$ cat src/rtl/mem_port_arbiter_if.sv
// Bundle of the fetch port, data port and memory command signals shared by the arbiter.
// The slave modport is the arbiter's view. The master modport is the view of the core
// and memory side.
interface mem_port_arbiter_if #(
  parameter int unsigned AW = 32,
  parameter int unsigned DW = 32
);
  logic          i_req;
  logic [AW-1:0] i_addr;
  logic [DW-1:0] i_rdata;
  logic          i_ready;

  logic          d_req;
  logic          d_we;
  logic [AW-1:0] d_addr;
  logic [DW-1:0] d_wdata;
  logic [DW-1:0] d_rdata;
  logic          d_ready;

  logic          m_en;
  logic          m_we;
  logic [AW-1:0] m_addr;
  logic [DW-1:0] m_wdata;
  logic [DW-1:0] m_rdata;

  logic          busy;

  modport slave (
    input  i_req, i_addr, d_req, d_we, d_addr, d_wdata, m_rdata,
    output i_rdata, i_ready, d_rdata, d_ready, m_en, m_we, m_addr, m_wdata, busy
  );

  modport master (
    output i_req, i_addr, d_req, d_we, d_addr, d_wdata, m_rdata,
    input  i_rdata, i_ready, d_rdata, d_ready, m_en, m_we, m_addr, m_wdata, busy
  );
endinterface

$ cat src/rtl/mem_port_arbiter.sv
// Shares one fixed-latency single-ported memory between the fetch port and the data port.
// One access is in flight at a time: IDLE -> ISSUE -> WAIT (LATENCY cycles) -> RESP.
// Ties go to the port that was not granted last.
module mem_port_arbiter #(
  parameter int unsigned AW      = 32,
  parameter int unsigned DW      = 32,
  parameter int unsigned LATENCY = 2
) (
  input logic               clk,
  input logic               reset,
  mem_port_arbiter_if.slave bus
);

  if (LATENCY < 1 || LATENCY > 15) begin : gen_bad_latency
    $error("mem_port_arbiter: LATENCY must be in 1..15");
  end

  localparam logic [3:0] LatCnt = 4'(LATENCY);
  localparam logic       PortI  = 1'b0;
  localparam logic       PortD  = 1'b1;

  typedef enum logic [1:0] {StIdle, StIssue, StWait, StResp} state_e;

  state_e        state_q, state_d;
  logic          grant_q;
  logic          last_q;
  logic [3:0]    cnt_q;
  logic [AW-1:0] m_addr_q;
  logic          m_we_q;
  logic [DW-1:0] m_wdata_q;
  logic [DW-1:0] i_rdata_q;
  logic [DW-1:0] d_rdata_q;
  logic          pick_d;
  logic          any_req;

  // Arbitration: D wins alone, or on a tie when I was granted last.
  always_comb begin
    any_req = bus.i_req | bus.d_req;
    pick_d  = bus.d_req & (~bus.i_req | (last_q == PortI));
  end

  // State register.
  always_ff @(posedge clk or posedge reset) begin
    if (reset) begin
      state_q <= StIdle;
    end else begin
      state_q <= state_d;
    end
  end

  // Next-state logic.
  always_comb begin
    state_d = state_q;
    unique case (state_q)
      StIdle:  if (any_req) state_d = StIssue;
      StIssue: state_d = StWait;
      StWait:  if (cnt_q == 4'd1) state_d = StResp;
      StResp:  state_d = StIdle;
      default: state_d = StIdle;
    endcase
  end

  // Datapath: grant capture, latency counter, read-data capture and last-grant tracking.
  always_ff @(posedge clk or posedge reset) begin
    if (reset) begin
      grant_q   <= PortI;
      last_q    <= PortI;
      cnt_q     <= 4'd0;
      m_addr_q  <= '0;
      m_we_q    <= 1'b0;
      m_wdata_q <= '0;
      i_rdata_q <= '0;
      d_rdata_q <= '0;
    end else begin
      unique case (state_q)
        StIdle: begin
          if (any_req) begin
            grant_q <= pick_d;
            if (pick_d) begin
              m_addr_q  <= bus.d_addr;
              m_we_q    <= bus.d_we;
              m_wdata_q <= bus.d_wdata;
            end else begin
              m_addr_q  <= bus.i_addr;
              m_we_q    <= 1'b0;
              m_wdata_q <= '0;
            end
          end
        end
        StIssue: cnt_q <= LatCnt;
        StWait: begin
          cnt_q <= cnt_q - 4'd1;
          // Memory data is valid only in the last WAIT cycle; stores keep d_rdata.
          if (cnt_q == 4'd1) begin
            if (grant_q == PortI) begin
              i_rdata_q <= bus.m_rdata;
            end else if (!m_we_q) begin
              d_rdata_q <= bus.m_rdata;
            end
          end
        end
        StResp: last_q <= grant_q;
        default: ;
      endcase
    end
  end

  // Outputs: strobes decode from state so reset clears them immediately.
  always_comb begin
    bus.m_en    = (state_q == StIssue);
    bus.busy    = (state_q != StIdle);
    bus.i_ready = (state_q == StResp) && (grant_q == PortI);
    bus.d_ready = (state_q == StResp) && (grant_q == PortD);
    bus.m_we    = m_we_q;
    bus.m_addr  = m_addr_q;
    bus.m_wdata = m_wdata_q;
    bus.i_rdata = i_rdata_q;
    bus.d_rdata = d_rdata_q;
  end

endmodule

$ cat src/flat_wrapper.sv
// flat-port wrapper written by rule: the top's interface ports become plain ports
module mem_port_arbiter_flat 
#(
  parameter int unsigned AW      = 32,
  parameter int unsigned DW      = 32,
  parameter int unsigned LATENCY = 2
)
  (clk, reset, bus_i_req, bus_i_addr, bus_d_req, bus_d_we, bus_d_addr, bus_d_wdata, bus_m_rdata, bus_i_rdata, bus_i_ready, bus_d_rdata, bus_d_ready, bus_m_en, bus_m_we, bus_m_addr, bus_m_wdata, bus_busy);
  mem_port_arbiter_if #(.AW(AW), .DW(DW)) bus_i ();
  input logic clk;
  input logic reset;
  input wire logic [$bits(bus_i.i_req)-1:0] bus_i_req;
  input wire logic [$bits(bus_i.i_addr)-1:0] bus_i_addr;
  input wire logic [$bits(bus_i.d_req)-1:0] bus_d_req;
  input wire logic [$bits(bus_i.d_we)-1:0] bus_d_we;
  input wire logic [$bits(bus_i.d_addr)-1:0] bus_d_addr;
  input wire logic [$bits(bus_i.d_wdata)-1:0] bus_d_wdata;
  input wire logic [$bits(bus_i.m_rdata)-1:0] bus_m_rdata;
  output wire logic [$bits(bus_i.i_rdata)-1:0] bus_i_rdata;
  output wire logic [$bits(bus_i.i_ready)-1:0] bus_i_ready;
  output wire logic [$bits(bus_i.d_rdata)-1:0] bus_d_rdata;
  output wire logic [$bits(bus_i.d_ready)-1:0] bus_d_ready;
  output wire logic [$bits(bus_i.m_en)-1:0] bus_m_en;
  output wire logic [$bits(bus_i.m_we)-1:0] bus_m_we;
  output wire logic [$bits(bus_i.m_addr)-1:0] bus_m_addr;
  output wire logic [$bits(bus_i.m_wdata)-1:0] bus_m_wdata;
  output wire logic [$bits(bus_i.busy)-1:0] bus_busy;
  assign bus_i.i_req = bus_i_req;
  assign bus_i.i_addr = bus_i_addr;
  assign bus_i.d_req = bus_d_req;
  assign bus_i.d_we = bus_d_we;
  assign bus_i.d_addr = bus_d_addr;
  assign bus_i.d_wdata = bus_d_wdata;
  assign bus_i.m_rdata = bus_m_rdata;
  assign bus_i_rdata = bus_i.i_rdata;
  assign bus_i_ready = bus_i.i_ready;
  assign bus_d_rdata = bus_i.d_rdata;
  assign bus_d_ready = bus_i.d_ready;
  assign bus_m_en = bus_i.m_en;
  assign bus_m_we = bus_i.m_we;
  assign bus_m_addr = bus_i.m_addr;
  assign bus_m_wdata = bus_i.m_wdata;
  assign bus_busy = bus_i.busy;
  mem_port_arbiter #(.AW(AW), .DW(DW), .LATENCY(LATENCY)) u_core (.clk(clk), .reset(reset), .bus(bus_i));
endmodule
$ cat config.mk
export PLATFORM = sky130hd
export DESIGN_NAME = mem_port_arbiter_flat
export DESIGN_NICKNAME = d
export VERILOG_FILES = /design/src/rtl/mem_port_arbiter_if.sv /design/src/rtl/mem_port_arbiter.sv /design/src/flat_wrapper.sv
export SDC_FILE = /design/constraint.sdc
export NUM_CORES = 1
export LEC_CHECK = 0
export CAP_MARGIN = 15
export CORE_MARGIN = 2
export CORE_UTILIZATION = 46
export CTS_BUF_LIST = sky130_fd_sc_hd__clkbuf_2 sky130_fd_sc_hd__clkbuf_4 sky130_fd_sc_hd__clkbuf_8
export DETAILED_ROUTE_END_ITERATION = 10
export HOLD_SLACK_MARGIN = 0.15
export PLACE_DENSITY = 0.91
export SLEW_MARGIN = 15
export SYNTH_ARGS = -nofsm -noshare
export SYNTH_HDL_FRONTEND = slang
export SYNTH_SLANG_ARGS = --single-unit
$ cat constraint.sdc
create_clock -name clk -period 14.41 [get_ports clk]
set_input_delay 2.882 -clock clk [delete_from_list [all_inputs] [get_ports clk]]
set_output_delay 2.882 -clock clk [all_outputs]
set_load 0.005 [all_outputs]
==> flow_metrics.tcl <==
set metrics [dict create \
    status "finished clean" \
    hp-class "reg -> reg" \
    postCtsHoldBufs 0 \
    tightest_slew_ns 1.14 \
    start_kind "input port" \
    fin_crit_sh 0.346 \
    rsz0062_at_grt "no" \
    crit_family "buffers and inverters" \
    dr.pass1.iters 4 \
    final.setup.tns_ns 0 \
    die_height_um 115 \
    nets 798 \
    ys_seq_area_frac 0.607 \
    synth_area_per_cell_um2 14.2 \
    insertedDiodeCount 0 \
    synth_warnings 0 \
    final_antenna_net_count 0 \
    insertion_delay_ns 0.42 \
    busiest_layer "met2" \
    synth_ff_type "dfrtp_1" \
    worst_path_max_delay_cell "and2_1" \
    dp_hpwl_mm 10.2 \
    fp.dieW_um 115 \
    cts_num_sinks 137 \
    grt_max_degree 99 \
    cts_max_level 4 \
    initialDrtViolationCount 193 \
    clockBufferDepth 2 \
    finish.utilization 0.728 \
    netlist_instances 397 \
    drive_gt1_frac 0.158 \
    drt-total-wl_mm 13.7 \
    path_buf_inv 2 \
    end_kind "flip-flop" \
    tritoncts "done" \
    setup_viol 0 \
    numCtsBuffers 17 \
    syn_area_um2 5650 \
    maxCapViolations 0 \
    p_per_area_nw_per_um2 199 \
    postCtsSetupBuffers 0 \
    crit_required_ns 14.75 \
    use_met1 0.257 \
    synth_async_sr_flop_share 1.00 \
    grt_pass1_vias 4315 \
    path_cells "clkdlybuf4s50_1 > a21boi_4 > buf_4 > and2_1 > a22o_1" \
    post_drt_wl_per_cell_um 16.7 \
    critical_path_peak_fanout 34 \
    ys_types 34 \
    slew-limit-headroom 0.240 \
    gp_congestion 0.766 \
    core_area_um2 12000 \
    dieArea_um2 13200 \
    max_freq_mhz 200 \
    drv_slew 0 \
    met2_usage 0.359 \
    ir_worst_vdd_v 0.000184 \
    leakagePower_nw 3.95 \
    grtUsageMet3 0.0654 \
    fp-row-count 40 \
    synth-edff-count 0 \
    antenna_found_initial 0 \
    area_growth_pct 54.8 \
    final.min_clock_period_ns 4.99 \
    port_buffers 265 \
    synth_nets 537 \
    arrival_ns 5.33 \
    viasPerCell 5.00 \
    clk_pin_slew_ns 0.07 \
    drc 0 \
    initial_core_util 0.470 \
    hold_violations 0 \
    max_stage_delay_ns 0.97 \
    grt_usage 0.210 \
    final.fill_count 791 \
    finalNonFillerCells 818 \
    root_buffer "clkbuf_8" \
    ys_ff_latch 137 \
    vias 4088 \
    ioPinCount 266 \
    grt_pass1_wl_mm 21.6 \
    finClkSkew_ns 0.0109 \
    grt_overflow 0 \
    dp.cells 786 \
    postCtsResizedCells 0 \
    path_class "in -> reg" \
]
==> final timing paths <==
check / startpoint / to / slack, ns / cells after the start
hold reg to reg: u_core.bus.m_addr[23]$_DFFE_PP0P_ / u_core.bus.m_addr[23]$_DFFE_PP0P_ / 0.48 / 2
max in group asynchronous: reset / u_core.bus.m_addr[20]$_DFFE_PP0P_ / 10.14 / 3
hold / removal: u_core.bus.m_addr[23]$_DFFE_PP0P_ / u_core.bus.m_addr[23]$_DFFE_PP0P_ / 0.48 / 2
setup reg to reg: u_core.cnt_q[1]$_DFFE_PP0P_ / u_core.bus.d_rdata[19]$_DFFE_PP0P_ / 11.90 / 5
setup / recovery: bus_d_req / u_core.bus.m_wdata[22]$_DFFE_PP0P_ / 9.42 / 5
min in group asynchronous: reset / u_core.bus.d_rdata[15]$_DFFE_PP0P_ / 2.89 / 2
==> state kept, by name, summed over array words and instances (netlist names) <==
register / cells
u_core.grant_q: 1
u_core.bus.m_we: 1
u_core.bus.m_addr: 32
u_core.cnt_q: 4
u_core.state_q: 2
u_core.bus.m_wdata: 32
u_core.bus.i_rdata: 32
u_core.last_q: 1
u_core.bus.d_rdata: 32
==> metrics by stage <==
step / total power (W) / setup slack (ns) / hold slack, ns / instance area, um2
2_1_floorplan: 0.000980 / 7.86 / 0.473 / 5650
3_3_place_gp: 0.00143 / 9.11 / 0.463 / 8370
3_5_place_dp: 0.00147 / 8.96 / 0.472 / 8370
4_1_cts: 0.00177 / 9.41 / 0.489 / 8740
5_1_grt: 0.00185 / 9.29 / 0.510 / 8740
6_report: 0.00174 / 9.42 / 0.482 / 8740
==> per-layer routing <==
metal / wire length, um / up-vias / part of all wire
met5: 0 / - / 0
met4: 131 / 0 / 0.0096
met3: 995 / 9 / 0.073
met2: 7140 / 167 / 0.52
met1: 5410 / 1984 / 0.40
li1: - / 1928 / -
==> logic make-up (layout without fill, tap and decap cells) <==
kind of cell,Yosys count,count (layout),share of synthesized area
AND/OR/NAND/NOR,45,45,0.0392
adder cells (fa/ha/maj),7,7,0.0155
buffers and inverters,35,309,0.0381
multiplexers,98,98,0.208
AO/OA/AOI/OAI,75,75,0.0917
flip-flops,137,137,0.607
==> cells in the mapped netlist, types with 2 or more instances <==
library cell | n | share of area
a22o_1 | 33 | 0.051
and2_1 | 2 | 0.0022
buf_12 | 3 | 0.011
buf_2 | 7 | 0.0062
buf_4 | 3 | 0.0040
buf_6 | 2 | 0.0040
clkbuf_1 | 11 | 0.0073
dfrtp_1 | 137 | 0.61
ha_1 | 7 | 0.016
inv_1 | 8 | 0.0053
mux2_1 | 3 | 0.0060
mux2_2 | 33 | 0.066
mux2_4 | 30 | 0.080
mux2i_1 | 32 | 0.057
nand2_1 | 32 | 0.021
nand3_1 | 3 | 0.0027
o21ai_0 | 34 | 0.030
==> placed cells by master, fill, tap and decap left out, drive strengths merged <==
cell type        n
a21boi           1
a21o             1
a21oi            1
a22o            33
a31oi            1
and2             2
buf              4
bufinv           1
clkbuf          18
clkdlybuf4s50  265
clkinv           6
clkinvlp         5
dfrtp          137
ha               7
inv             10
mux2            66
mux2i           32
nand2           32
nand3            3
nand3b           1
nand4bb          1
nor2             1
nor2b            1
nor3b            2
o21ai           35
o221ai           1
o2bb2ai          1
o32a             1
or3              1
or3b             1
==> report_power, final <==
group	internal (W)	total [W]	switching [W]
Sequential	0.000572	0.000684	0.000112
Combinational	0.000513	0.000768	0.000256
Clock	0.000141	0.000290	0.000149
Total	0.00123	0.00174	0.000517
==> area by class of cell <==
class	count	area, um2	area share
Tap cell	147	184	0.0210
Multi-Input combinational cell	225	2040	0.234
Sequential cell	137	3430	0.392
Timing Repair Buffer	269	2680	0.307
Clock buffer	18	248	0.0283
Clock inverter	14	123	0.0140
Inverter	8	35.0	0.00401
==> worst reg2reg max path, stage by stage (launching register included) <==
cell	delay [ns]
dfrtp_1	0.39
inv_1	0.08
ha_1	0.13
or3b_4	0.40
nand4bb_4	0.81
mux2_4	0.59
Note: power is estimated with default switching activity, not from simulation.
